--- config.mk ---
export PLATFORM = sky130hd
export DESIGN_NAME = uart_cmd_rx
export DESIGN_NICKNAME = d
export VERILOG_FILES = /design/src/rtl/uart_cmd_rx.sv
export SDC_FILE = /design/constraint.sdc
export NUM_CORES = 1
export LEC_CHECK = 0
export ABC_CLOCK_PERIOD_IN_PS = 3200
export CAP_MARGIN = 20
export CORE_ASPECT_RATIO = 0.75
export CORE_MARGIN = 3
export CORE_UTILIZATION = 45
export CTS_BUF_LIST = sky130_fd_sc_hd__clkbuf_4 sky130_fd_sc_hd__clkbuf_8
export DETAILED_ROUTE_END_ITERATION = 8
export PLACE_DENSITY = 0.67
export SETUP_SLACK_MARGIN = 0.1
export SYNTH_ARGS = -nofsm -noshare
export SYNTH_HDL_FRONTEND = slang
export SYNTH_SLANG_ARGS = --single-unit
--- constraint.sdc ---
create_clock -name clk -period 3.2 [get_ports clk]
set_clock_uncertainty 0.2 [all_clocks]
set_input_delay 0.64 -clock clk [delete_from_list [all_inputs] [get_ports clk]]
set_output_delay 0.64 -clock clk [all_outputs]
set_load 0.005 [all_outputs]
--- src/rtl/uart_cmd_rx.sv ---
// 8N1 UART receiver: turns the serial host line into cmd[7:0] plus a rd strobe per good byte.
// Each bit is decided by a three-sample majority vote around mid-bit; frames with a bad stop bit are flagged and dropped.
module uart_cmd_rx #(
    parameter int unsigned CLK_FREQ   = 50_000_000,
    parameter int unsigned BAUD       = 115200,
    parameter int unsigned OVERSAMPLE = 16,
    parameter int unsigned RD_WIDTH   = 4
) (
    input  logic       clk,
    input  logic       rst_n,
    input  logic       rx,
    output logic [7:0] cmd,
    output logic       rd,
    output logic       frame_err,
    output logic       busy
);

    localparam int unsigned TICK_RATE = BAUD * OVERSAMPLE;
    localparam int unsigned DIV       = (CLK_FREQ + TICK_RATE / 2) / TICK_RATE;
    localparam int unsigned TCNT_W    = (DIV > 1) ? $clog2(DIV) : 1;
    localparam int unsigned S_W       = $clog2(OVERSAMPLE);
    localparam int unsigned RDC_W     = (RD_WIDTH > 1) ? $clog2(RD_WIDTH) : 1;
    localparam int unsigned S_MID_LO  = OVERSAMPLE / 2 - 1;
    localparam int unsigned S_MID     = OVERSAMPLE / 2;
    localparam int unsigned S_MID_HI  = OVERSAMPLE / 2 + 1;
    localparam int unsigned S_LAST    = OVERSAMPLE - 1;

    typedef enum logic [2:0] {
        IDLE    = 3'd0,
        START   = 3'd1,
        DATA    = 3'd2,
        STOP    = 3'd3,
        DELIVER = 3'd4,
        WAIT_HI = 3'd5
    } state_t;

    state_t             state;
    state_t             state_nxt;

    logic               rx_m;
    logic               rx_s;
    logic               rx_prev;
    logic               edge_pend;
    logic [TCNT_W-1:0]  tcnt;
    logic [S_W-1:0]     s_cnt;
    logic [2:0]         bit_cnt;
    logic [RDC_W-1:0]   rd_cnt;
    logic               smp_lo;
    logic               smp_mid;
    logic [7:0]         shift;

    logic               tick_c;
    logic               fall_c;
    logic               start_c;
    logic               maj_c;
    logic               mid_dec_c;
    logic               bit_end_c;
    logic               rd_done_c;

    logic [7:0]         cmd_nxt;
    logic               rd_nxt;
    logic               frame_err_nxt;
    logic               busy_nxt;

    // Decode helpers shared by the FSM and the datapath
    always_comb begin
        tick_c    = (state != IDLE) && (tcnt == TCNT_W'(DIV - 32'd1));
        fall_c    = rx_prev & ~rx_s;
        // A falling edge seen during DELIVER is remembered so IDLE still accepts it
        start_c   = (state == IDLE) && (fall_c || (edge_pend && !rx_s));
        maj_c     = (smp_lo & smp_mid) | (smp_lo & rx_s) | (smp_mid & rx_s);
        mid_dec_c = tick_c && (s_cnt == S_W'(S_MID_HI));
        bit_end_c = tick_c && (s_cnt == S_W'(S_LAST));
        rd_done_c = (rd_cnt == RDC_W'(RD_WIDTH - 32'd1));
    end

    // FSM state register
    always_ff @(posedge clk) begin
        if (!rst_n) begin
            state <= IDLE;
        end else begin
            state <= state_nxt;
        end
    end

    // FSM next-state logic
    always_comb begin
        state_nxt = state;
        case (state)
            IDLE: begin
                if (start_c) state_nxt = START;
            end
            START: begin
                if (mid_dec_c && maj_c) state_nxt = IDLE;
                else if (bit_end_c)     state_nxt = DATA;
            end
            DATA: begin
                if (bit_end_c && (bit_cnt == 3'd7)) state_nxt = STOP;
            end
            STOP: begin
                if (mid_dec_c) state_nxt = maj_c ? DELIVER : WAIT_HI;
            end
            DELIVER: begin
                if (rd_done_c) state_nxt = IDLE;
            end
            WAIT_HI: begin
                if (rx_s) state_nxt = IDLE;
            end
            default: state_nxt = IDLE;
        endcase
    end

    // FSM output logic; values are registered below
    always_comb begin
        cmd_nxt       = cmd;
        rd_nxt        = 1'b0;
        frame_err_nxt = 1'b0;
        busy_nxt      = 1'b0;
        if ((state == STOP) && mid_dec_c) begin
            if (maj_c) cmd_nxt       = shift;
            else       frame_err_nxt = 1'b1;
        end
        if (state == DELIVER) rd_nxt = 1'b1;
        case (state_nxt)
            START, DATA, STOP, WAIT_HI: busy_nxt = 1'b1;
            default:                    busy_nxt = 1'b0;
        endcase
    end

    // Synchronizer, oversampling counters and shift register
    always_ff @(posedge clk) begin
        if (!rst_n) begin
            rx_m      <= 1'b1;
            rx_s      <= 1'b1;
            rx_prev   <= 1'b1;
            edge_pend <= 1'b0;
            tcnt      <= '0;
            s_cnt     <= '0;
            bit_cnt   <= '0;
            rd_cnt    <= '0;
            smp_lo    <= 1'b1;
            smp_mid   <= 1'b1;
            shift     <= '0;
        end else begin
            rx_m      <= rx;
            rx_s      <= rx_m;
            rx_prev   <= rx_s;
            edge_pend <= (state == DELIVER) && (edge_pend || fall_c);

            if (state == IDLE) begin
                tcnt  <= '0;
                s_cnt <= '0;
            end else if (tick_c) begin
                tcnt  <= '0;
                s_cnt <= (s_cnt == S_W'(S_LAST)) ? '0 : s_cnt + S_W'(1);
            end else begin
                tcnt  <= tcnt + TCNT_W'(1);
            end

            if (tick_c && (s_cnt == S_W'(S_MID_LO))) smp_lo  <= rx_s;
            if (tick_c && (s_cnt == S_W'(S_MID)))    smp_mid <= rx_s;

            if ((state == DATA) && mid_dec_c) shift <= {maj_c, shift[7:1]};

            if (state == START)                    bit_cnt <= '0;
            else if ((state == DATA) && bit_end_c) bit_cnt <= bit_cnt + 3'd1;

            rd_cnt <= (state == DELIVER) ? rd_cnt + RDC_W'(1) : '0;
        end
    end

    // Registered outputs
    always_ff @(posedge clk) begin
        if (!rst_n) begin
            cmd       <= 8'h00;
            rd        <= 1'b0;
            frame_err <= 1'b0;
            busy      <= 1'b0;
        end else begin
            cmd       <= cmd_nxt;
            rd        <= rd_nxt;
            frame_err <= frame_err_nxt;
            busy      <= busy_nxt;
        end
    end

endmodule

# Word level (Yosys, flattened, before mapping)
# Cells that the tools add are included.
# Widths: inputs -> output; s select.
[word_totals]
register_bits = 42
inputBits = 3
out_inout_bits = 11
elab_cells = 82
[classes]
add_sub_neg = 4
n_eq_ne = 16
muxes = 13
n_bitwise = 8
reduce_logical = 25
[ops]
columns = ["cell", "count"]
rows = [
  ["$mux 3", 7],
  ["$pmux 3 s6", 1],
  ["$logic_and 1x1->1", 13],
  ["$eq 3x2->1 const B", 4],
  ["$eq 3x3->1 const B", 4],
  ["$eq 4x4->1 const B", 3],
  ["$eq 3x1->1 const B", 2],
  ["$reduce_and 2->1", 3],
  ["$add 5x1->5 const B", 1],
  ["$eq 5x5->1 const B", 1],
  ["$add 4x1->4 const B", 1],
  ["$and 1x1->1", 4],
  ["$eq 4x3->1 const B", 1],
  ["$mux 1", 4],
  ["$mux 4", 1],
  ["$reduce_or 2->1", 2],
  ["$reduce_or 4->1", 1],
  ["$add 3x1->3 const B", 1],
  ["$logic_not 3->1", 1],
  ["$reduce_bool 3->1", 1],
  ["$reduce_or 3->1", 1],
  ["$add 2x1->2 const B", 1],
  ["$eq 2x2->1 const B", 1],
  ["$logic_or 1x1->1", 2],
  ["3 further kinds", 5],
]

# Longest topological paths before layout
# Gate-level depths: netlist of run 1.
[logic_depth]
ltp_word = 9
depth_mapped = 9
mapped_depth_nobuf = 7

# Worst setup path before layout of run 1
# OpenSTA, ideal clock, no wires.
[synth_path]
path_type = "reg-to-reg"
startpoint = "register tcnt[0]"
endpoint = "register cmd[0]"
setup_ps = 128
arrival_ps = 1602
required_time_ps = 2872
path_slack_ps = 1270
path_stages_with_launch = 10
n_path_buf = 2
period_less_slack_ps = 1930
path_cell_list = "dfxtp_1 inv_1 ha_1 and4b_1 buf_4 nand2_1 or4_4 buf_6 mux2i_1 nor2_1"
[synth_via]
elab_chain_len = 5
[synth_rtl]
columns = ["item", "line", "rtl"]
rows = [
  ["from (decl)", "44", "logic [TCNT_W-1:0] tcnt;"],
  ["from (signal assigned)", "157", "tcnt <= tcnt + TCNT_W'(1);"],
  ["$eq 5x5->1", "67", "tick_c = (state != IDLE) && (tcnt == TCNT_W'(DIV - 32'd1));"],
  ["$logic_and 1x1->1", "67", ""],
  ["$logic_and 1x1->1", "72", "mid_dec_c = tick_c && (s_cnt == S_W'(S_MID_HI));"],
  ["$logic_and 1x1->1", "119", "if ((state == STOP) && mid_dec_c) begin"],
  ["$reduce_and 2->1 (no source line)", "--", ""],
  ["to (signal assigned)", "180", "cmd <= cmd_nxt;"],
  ["to (decl)", "12", "output logic [7:0] cmd,"],
]
# No other way between the ends.
# A chain may end at the register's enable or synchronous reset.

# Worst setup path in the final report of run 1
[layout_path]
startpoint = "register s_cnt[0]"
endpoint = "register cmd[2]"
[layout_via]
elab_chain_len = 4
[layout_rtl]
columns = ["item", "line", "rtl"]
rows = [
  ["from (decl)", "45", "logic [S_W-1:0] s_cnt;"],
  ["from (signal assigned)", "155", "s_cnt <= (s_cnt == S_W'(S_LAST)) ? '0 : s_cnt + S_W'(1);"],
  ["$eq 4x4->1", "72", ""],
  ["$logic_and 1x1->1", "72", ""],
  ["$logic_and 1x1->1", "119", ""],
  ["$reduce_and 2->1 (no source line)", "--", ""],
]
# No other way between the ends.

==> qor_table.md, run 1 <==
| Item | This run | Unit |
|:---|:---|:---|
| Result of the run | finished, final reports clean | - |
| Unique cell type count in the Yosys netlist | 37 | - |
| Share of post-route cells with drive strength above 1 | 6.22 | % |
| I/O pin total | 14 | - |
| Crit path max-delay family | simple AND/OR/NAND/NOR gates | - |
| Post-DP HPWL | 2280 | um |
| Number of fill cells | 304 | - |
| Initial detailed-routing violation count | 113 | - |
| Share of flip-flops with an asynchronous set or reset | 0 | % |
| Slew @ Worst Pin | 558 | ps |
| Ratio of routed vias to standard cells | 5.11 | - |
| Number of design rule violations left after detail routing | 0 | - |
| Row count | 18 | - |
| Max_slew headroom | 62.8 | % |
| Sequence of cells on the critical path | ha_1, and3b_1, nand2_1, or4_4, mux2i_1, nor2_1 | - |
| Worst voltage drop across the vdd grid | 0.316 | mV |
| DR WL/cell | 12.1 | um |
| Mapped Area | 1740 | sq um |
| H-tree lvl count | 2 | - |
| Top cells by area, synth | sky130_fd_sc_hd__dfxtp_1, sky130_fd_sc_hd__mux2i_1, sky130_fd_sc_hd__ha_1 | - |
| Fraction of post-synthesis cell area in the top cell type by area | 48.2 | % |
| Final design area excluding fillers | 2020 | sq um |
| Pre-CTS setup slack | 858 | ps |
| Unrepaired setup endpoints after global routing | false | - |
| Number of CTS-inserted buffers | 5 | - |
| Most frequent cell after synthesis | sky130_fd_sc_hd__dfxtp_1 | - |
| Count of clock tree sinks | 42 | - |
| WP buf/inv | 0 | - |
| Antenna violations before repair | 0 | - |
| Maximum clock frequency | 0.436 | GHz |
| Nets in the synthesized netlist | 205 | - |
| Starting utilization of the core area | 50.0 | % |
| Final hold violation count | 0 | - |
| Area of the die | 4670 | sq um |
| Arrival time of data at the critical path endpoint | 2270 | ps |
| Synthesis Warnings | 0 | - |
| Minimum hold slack | 226 | ps |
| Crit-path max cell delay | 530 | ps |
| Via count of the first global-routing pass | 1218 | - |
| Maximum number of pins on one net before global-route repair | 14 | - |
| Static Leakage | 0.810 | nW |
| Number of instances in the synthesized netlist | 194 | - |
| Mapped Avg Cell Area | 8.99 | sq um |
| TritonCTS clock tree | done | - |
| Critical path class | flop to flop | - |
| FF+latch count, synth | 42 | - |
| IO buf count | 13 | - |
| Post-synthesis cell type with the largest combined area | sky130_fd_sc_hd__dfxtp_1 | - |
| Detail Route Antenna Nets | 0 | - |
| Area used by multi-input combinational logic | 830 | sq um |
| Kind of end point of the critical path | flop | - |
| Number of vias in the routed layout | 1323 | - |
| Total number of nets in the final design | 219 | - |
| Clock transition at the register clock pins on the worst setup and hold paths after CTS | 80 | ps |
| Horizontal die dimension | 77.9 | um |
| Number of flops mapped to enable cells by yosys | 0 | - |
| Area overhead of the layout relative to synthesis | 15.9 | % |
| Final count of negative-setup-slack endpoints | 0 | - |
| Power per cell area | 488 | nW/um^2 |
| Critical-path top delay cell | sky130_fd_sc_hd__or4_4 | - |
| GRT Residual Overflow | 0 | - |
| Most numerous cell types in the synthesized netlist | sky130_fd_sc_hd__dfxtp_1, sky130_fd_sc_hd__nor2_1, sky130_fd_sc_hd__nand2_1 | - |
| Post-route worst setup slack | 905 | ps |
| Aggregate global-route resource usage | 15.0 | % |
| Hold/Removal Path Class | flop to flop | - |
| Antenna Diode Count | 0 | - |
| Crit share post-route | 71.7 | % |
| CP Launch Type | flop | - |
| Number of setup buffers added after CTS | 0 | - |
| Number of pins with negative max-slew slack in the final report | 0 | - |
| Number of resized instances in the post-cts repair step | 0 | - |
| Accumulated negative setup slack | 0 | ps |
| Total cell area at the placement stage | 1910 | sq um |
| Maximum buffer depth of the clock tree | 2 | - |
| Max Fanout on Critical Path | 13 | - |
| Endpoint required time on the critical path | 3180 | ps |
| Post-layout min period | 2300 | ps |
| Max-cap violations | 0 | - |
| Dominant register cell in the synthesized netlist | sky130_fd_sc_hd__dfxtp_1 | - |
| Fraction of the yosys area taken by sequential cells | 48.2 | % |
| Area of the core | 3490 | sq um |
| Total Routed Length | 3130 | um |
| Clock root buffer master | sky130_fd_sc_hd__clkbuf_8 | - |
| Clock latency on the worst-skew pair | 280 | ps |
| Sequential standard cell area | 841 | sq um |
| Detailed Routing Iterations Pass 1 | 4 | - |
| RD Place Congestion | 0.740 | - |
| Die height | 59.9 | um |
| Register-to-Register Setup Slack | 900 | ps |
| # hold bufs at CTS | 0 | - |
| First-pass GRT wire length | 5550 | um |
-- logic make-up after synthesis --
group	after synthesis	synth area share, %
XOR/XNOR	5	2.51
flip-flops	42	48.2
buffers and inverters	16	4.23
adder cells (fa/ha/maj)	9	6.31
AO/OA/AOI/OAI	31	10.4
AND/OR/NAND/NOR	80	22.0
multiplexers	11	6.31
-- final timing paths --
| check | from | to | cells past startpoint |
|---|---|---|---|
| worst max-delay path | s_cnt[0]$_SDFFE_PP0P_ | cmd[2]$_SDFFE_PN0P_ | 6 |
| worst min-delay path | rd_cnt[0]$_SDFF_PN0_ | rd_cnt[0]$_SDFF_PN0_ | 1 |
| worst max register to register | s_cnt[0]$_SDFFE_PP0P_ | cmd[2]$_SDFFE_PN0P_ | 6 |
| worst min register to register | rd_cnt[0]$_SDFF_PN0_ | rd_cnt[0]$_SDFF_PN0_ | 1 |
-- sequential cells by signal (all words and copies together) (netlist names), 2 cells and up --
name / count
bit_cnt: 3
s_cnt: 4
rd_cnt: 2
cmd: 8
tcnt: 5
shift: 8
state: 3
-- routing by layer --
| layer | track usage [%] | part of all wire (%) |
|---|---|---|
| met3 | 4.52 | 3.0 |
| met1 | 21.4 | 55 |
| met4 | 2.99 | 0.29 |
| met2 | 22.6 | 42 |
| met5 | 0 | 0 |
-- cell usage in the layout (no fill, tap or decap) --
master	instances
sky130_fd_sc_hd__o211ai_1	1
sky130_fd_sc_hd__mux2i_1	11
sky130_fd_sc_hd__bufinv_16	1
sky130_fd_sc_hd__nand3b_1	2
sky130_fd_sc_hd__ha_1	8
sky130_fd_sc_hd__nand4_1	1
sky130_fd_sc_hd__a32oi_1	1
sky130_fd_sc_hd__o21ai_0	7
sky130_fd_sc_hd__and3b_1	1
sky130_fd_sc_hd__nor3_1	3
sky130_fd_sc_hd__clkinv_1	1
sky130_fd_sc_hd__clkdlybuf4s50_1	13
sky130_fd_sc_hd__a31oi_1	3
sky130_fd_sc_hd__nor2b_1	3
sky130_fd_sc_hd__nand3_1	13
sky130_fd_sc_hd__buf_4	2
sky130_fd_sc_hd__or4_4	1
sky130_fd_sc_hd__nand4b_1	1
sky130_fd_sc_hd__nand2b_1	4
sky130_fd_sc_hd__and2_1	1
sky130_fd_sc_hd__o21a_1	1
sky130_fd_sc_hd__dfxtp_1	42
sky130_fd_sc_hd__inv_2	1
sky130_fd_sc_hd__or2_1	2
sky130_fd_sc_hd__a21oi_1	14
sky130_fd_sc_hd__inv_1	6
sky130_fd_sc_hd__o21ai_1	2
sky130_fd_sc_hd__and3_1	2
sky130_fd_sc_hd__nand2_1	21
sky130_fd_sc_hd__clkbuf_8	5
sky130_fd_sc_hd__clkinvlp_4	1
sky130_fd_sc_hd__and4b_1	1
sky130_fd_sc_hd__xnor2_1	1
sky130_fd_sc_hd__o311ai_0	1
sky130_fd_sc_hd__nor2_1	24
sky130_fd_sc_hd__clkbuf_4	1
sky130_fd_sc_hd__maj3_1	1
sky130_fd_sc_hd__xor2_1	4
sky130_fd_sc_hd__a2111oi_2	1
-- per-stage QoR --
step | cells | utilization, % | power [W]
CTS | 259 | 57.9 | 0.000992
finish | 259 | 57.9 | 0.000987
global route | 259 | 57.9 | 0.00102
detailed placement | 251 | 54.7 | 0.000579
global placement | 251 | 54.7 | 0.000578
floorplan | 194 | - | 0.000567
-- final cells by class --
type                       instances  share of cell area, %
clock inverter                     2                   1.86
clock buffer                       6                   3.77
timing repair buffer              15                   7.18
inverter                           8                   1.49
tap                               50                   3.09
multi-input combinational        136                   41.0
sequential                        42                   41.6
-- power by group --
| group | total (W) | internal [W] | switching, W |
|---|---|---|---|
| registers | 0.000534 | 0.000528 | 0.00000580 |
| logic | 0.0000328 | 0.0000146 | 0.0000182 |
| clock network | 0.000421 | 0.000241 | 0.000180 |
Power figures use the tool's default switching activity.
==> inputs of run 2 (changes only) <==
--- a/config.mk
+++ b/config.mk
@@ -5,14 +5,14 @@
 export SDC_FILE = /design/constraint.sdc
 export NUM_CORES = 1
 export LEC_CHECK = 0
-export ABC_CLOCK_PERIOD_IN_PS = 3200
+export ABC_CLOCK_PERIOD_IN_PS = 2100
 export CAP_MARGIN = 20
 export CORE_ASPECT_RATIO = 0.75
 export CORE_MARGIN = 3
 export CORE_UTILIZATION = 45
 export CTS_BUF_LIST = sky130_fd_sc_hd__clkbuf_4 sky130_fd_sc_hd__clkbuf_8
 export DETAILED_ROUTE_END_ITERATION = 8
-export PLACE_DENSITY = 0.67
+export PLACE_DENSITY = 0.7
 export SETUP_SLACK_MARGIN = 0.1
 export SYNTH_ARGS = -nofsm -noshare
 export SYNTH_HDL_FRONTEND = slang
==> constraint.sdc (replaced) <==
create_clock -name clk -period 2.1 [get_ports clk]
set_clock_uncertainty 0.2 [all_clocks]
set_input_delay 0.42 -clock clk [delete_from_list [all_inputs] [get_ports clk]]
set_output_delay 0.42 -clock clk [all_outputs]
set_load 0.005 [all_outputs]
==> qor_table.md, run 2 (synthesized netlist as in run 1, its figures left out) <==
| Item | This run | Unit | vs previous |
|:---|:---|:---|:---|
| Result of the run | finished, final reports clean | - | unchanged |
| Critical path class | flop to flop | - | unchanged |
| Routed length on met2 | 1640 | um | was 1310 um |
| Met1 Wirelength | 1740 | um | was 1720 um |
| Static Leakage | 0.881 | nW | was 0.810 nW |
| Number of vias in the routed layout | 1439 | - | was 1323 |
| Area of the die | 4670 | sq um | unchanged |
| Count of clock tree sinks | 42 | - | unchanged |
| Beginning of the worst register-to-register path | s_cnt[1]$_SDFFE_PP0P_ | - | was s_cnt[0]$_SDFFE_PP0P_ |
| Row count | 18 | - | unchanged |
| First-pass GRT wire length | 6110 | um | was 5550 um |
| Sequence of cells on the critical path | inv_2, ha_1, and3b_2, buf_4, buf_4, a31oi_4, o21ai_2, a31oi_1, or2_1 | - | was ha_1, and3b_1, nand2_1, or4_4, mux2i_1, nor2_1 |
| Hold-critical path endpoint | rx_s$_SDFF_PN1_ | - | was rd_cnt[0]$_SDFF_PN0_ |
| Area used by multi-input combinational logic | 890 | sq um | was 830 sq um |
| Maximum clock frequency | 0.515 | GHz | was 0.436 GHz |
| Total Routed Length | 3610 | um | was 3130 um |
| Kind of end point of the critical path | flop | - | unchanged |
| Clock latency on the worst-skew pair | 290 | ps | was 280 ps |
| Horizontal die dimension | 77.9 | um | unchanged |
| DR WL/cell | 13.2 | um | was 12.1 um |
| I/O pin total | 14 | - | unchanged |
| Number of fill cells | 284 | - | was 304 |
| Aggregate global-route resource usage | 16.9 | % | was 15.0% |
| Accumulated negative setup slack | 0 | ps | unchanged |
| Highest routed layer | met4 | - | unchanged |
| P_sw | 0.000302 | W | was 0.000204 W |
| RD Place Congestion | 0.839 | - | was 0.740 |
| Minimum hold slack | 213 | ps | was 226 ps |
| Detailed Routing Iterations Pass 1 | 4 | - | unchanged |
| Via count of the first global-routing pass | 1392 | - | was 1218 |
| Internal cell power | 0.00111 | W | was 0.000784 W |
| Max_slew headroom | 69.0 | % | was 62.8% |
| Number of pins with negative max-slew slack in the final report | 0 | - | unchanged |
| # hold bufs at CTS | 0 | - | unchanged |
| Wire length on met3 | 181 | um | was 94 um |
| Detail Route Antenna Nets | 0 | - | unchanged |
| Post-route worst setup slack | 158 | ps | was 905 ps |
| Number of cells on the worst reg-to-reg path | 9 | - | was 6 |
| Die height | 59.9 | um | unchanged |
| Max Fanout on Critical Path | 5 | - | was 13 |
| Maximum number of pins on one net before global-route repair | 18 | - | was 14 |
| Pre-CTS setup slack | 76.5 | ps | was 858 ps |
| GRT Residual Overflow | 0 | - | unchanged |
| Number of CTS-inserted buffers | 5 | - | unchanged |
| Endpoint required time on the critical path | 2140 | ps | was 3180 ps |
| Cell depth of the worst min-delay path | 1 | - | unchanged |
| Starting utilization of the core area | 50.0 | % | unchanged |
| Sequential fraction of design power | 57.6 | % | was 54.1% |
| Max-cap violations | 0 | - | unchanged |
| Combinational cell fraction of total power | 4.5 | % | was 3.3% |
| Worst voltage drop across the vdd grid | 0.513 | mV | was 0.316 mV |
| Antenna Diode Count | 0 | - | unchanged |
| Ratio of routed vias to standard cells | 5.27 | - | was 5.11 |
| Clock root buffer master | sky130_fd_sc_hd__clkbuf_8 | - | unchanged |
| Post-layout min period | 1940 | ps | was 2300 ps |
| Critical register-to-register path endpoint | busy$_SDFF_PN0_ | - | was cmd[2]$_SDFFE_PN0P_ |
| Area of the core | 3490 | sq um | unchanged |
| Commonest cells after routing, fill and taps aside | sky130_fd_sc_hd__dfxtp_1, sky130_fd_sc_hd__nor2_1, sky130_fd_sc_hd__nand2_1, sky130_fd_sc_hd__buf_4, sky130_fd_sc_hd__a21oi_1 | - | was sky130_fd_sc_hd__dfxtp_1, sky130_fd_sc_hd__nor2_1, sky130_fd_sc_hd__nand2_1, sky130_fd_sc_hd__a21oi_1 |
| Sequential standard cell area | 846 | sq um | was 841 sq um |
| Final count of negative-setup-slack endpoints | 0 | - | unchanged |
| Register-to-Register Setup Slack | 160 | ps | was 900 ps |
| Fraction of power spent switching nets | 21.4 | % | was 20.6% |
| Final design area excluding fillers | 2170 | sq um | was 2020 sq um |
| Clock Power Share | 37.9 | % | was 42.6% |
| Critical-path top delay cell | sky130_fd_sc_hd__dfxtp_2 | - | was sky130_fd_sc_hd__or4_4 |
| Arrival time of data at the critical path endpoint | 1980 | ps | was 2270 ps |
| Antenna violations before repair | 0 | - | unchanged |
| Area overhead of the layout relative to synthesis | 24.6 | % | was 15.9% |
| Min-delay src | rx_m$_SDFF_PN1_ | - | was rd_cnt[0]$_SDFF_PN0_ |
| Crit share post-route | 92.5 | % | was 71.7% |
| Number of design rule violations left after detail routing | 0 | - | unchanged |
| Overall power | 0.00141 | W | was 0.000987 W |
| Clock transition at the register clock pins on the worst setup and hold paths after CTS | 80 | ps | about the same |
| Worst path most repeated cell | sky130_fd_sc_hd__buf_4 | - |  |
| Post-DP HPWL | 2550 | um | was 2280 um |
| Power per cell area | 651 | nW/um^2 | was 488 nW/um^2 |
| Initial detailed-routing violation count | 75 | - | was 113 |
| CP Launch Type | flop | - | unchanged |
| Total number of nets in the final design | 233 | - | was 219 |
| Most frequent standard cell in the layout excluding fill and tap cells | sky130_fd_sc_hd__dfxtp_1 | - | unchanged |
| Total cell area at the placement stage | 1980 | sq um | was 1910 sq um |
| Maximum buffer depth of the clock tree | 2 | - | unchanged |
| Slew @ Worst Pin | 460 | ps | was 558 ps |
| Hold/Removal Path Class | flop to flop | - | unchanged |
| IO buf count | 13 | - | unchanged |
| Share of post-route cells with drive strength above 1 | 19.3 | % | was 6.22% |
| Final hold violation count | 0 | - | unchanged |
| Unrepaired setup endpoints after global routing | true | - | was false |
| TritonCTS clock tree | done | - | unchanged |
| H-tree lvl count | 2 | - | unchanged |
| Largest registers ranked by flip-flop count | cmd (8), shift (8), tcnt (5) | - | unchanged |
| Crit-path max cell delay | 350 | ps | was 530 ps |
## run 2: cell types whose count changed in the layout (fill, tap and decap cells not counted), sizes merged
cell and delta:
buf +14, bufinv -1, clkbuf +1, clkinv +1, clkinvlp -1
## run 2: worst max-delay path by stage
stage	slack (ps)	to	startpoint	cells after the start
floorplan	170	cmd[0]$_SDFFE_PN0P_	tcnt[0]$_SDFF_PP0_	9
global placement	140	busy$_SDFF_PN0_	tcnt[0]$_SDFF_PP0_	8
detailed placement	80	cmd[3]$_SDFFE_PN0P_	tcnt[0]$_SDFF_PP0_	7
CTS	120	cmd[3]$_SDFFE_PN0P_	s_cnt[1]$_SDFFE_PP0P_	7
global route	60	shift[7]$_SDFFE_PN0P_	s_cnt[1]$_SDFFE_PP0P_	8
finish	160	busy$_SDFF_PN0_	s_cnt[1]$_SDFFE_PP0P_	9
## run 2: metal layers
layer | track usage [%] | up-vias
met5 | 0 | -
met4 | 7.48 | 0
met3 | 4.22 | 5
met2 | 26.2 | 37
met1 | 22.6 | 683
li1 | - | 714
## run 2: worst max-delay path: cells and delay by family, from the launching register on
family                     cells  cell delay [ps]
AOI/OAI and AO/OA              3              470
adders and majority gates      1              160
buffers and inverters          3              350
DFF                            1              350
and+or+nand+nor                2              360
## run 2: timing repair
| action | in CTS | in global routing |
|---|---|---|
| pin swaps | 1 | 5 |
| setup endpoints to repair | 8 | 21 |
| resized for setup | 6 | 12 |
| cloned | 0 | 0 |
| setup buffers | 4 | 1 |
## run 2: cell type report
cell class                 instances  share of cell area, %
inverter                           8                   1.38
clock buffer                       7                   4.15
tap                               50                   2.88
multi-input combinational        136                   40.9
timing repair buffer              29                   11.5
clock inverter                     1                  0.230
sequential                        42                   38.9
## run 2: through the flow
stage                     utilization, %  instances
after floorplan                        -        194
after global placement              56.6        260
after detailed placement            56.6        260
after CTS                           60.4        272
after global routing                62.3        273
final                               62.3        273
## run 2: power groups by stage
stage	clock network, W	logic [W]	registers (W)
floorplan	0	0.0000335	0.000830
global placement	0	0.0000558	0.000831
detailed placement	0	0.0000572	0.000832
CTS	0.000550	0.0000605	0.000813
global route	0.000583	0.0000704	0.000814
finish	0.000536	0.0000639	0.000814
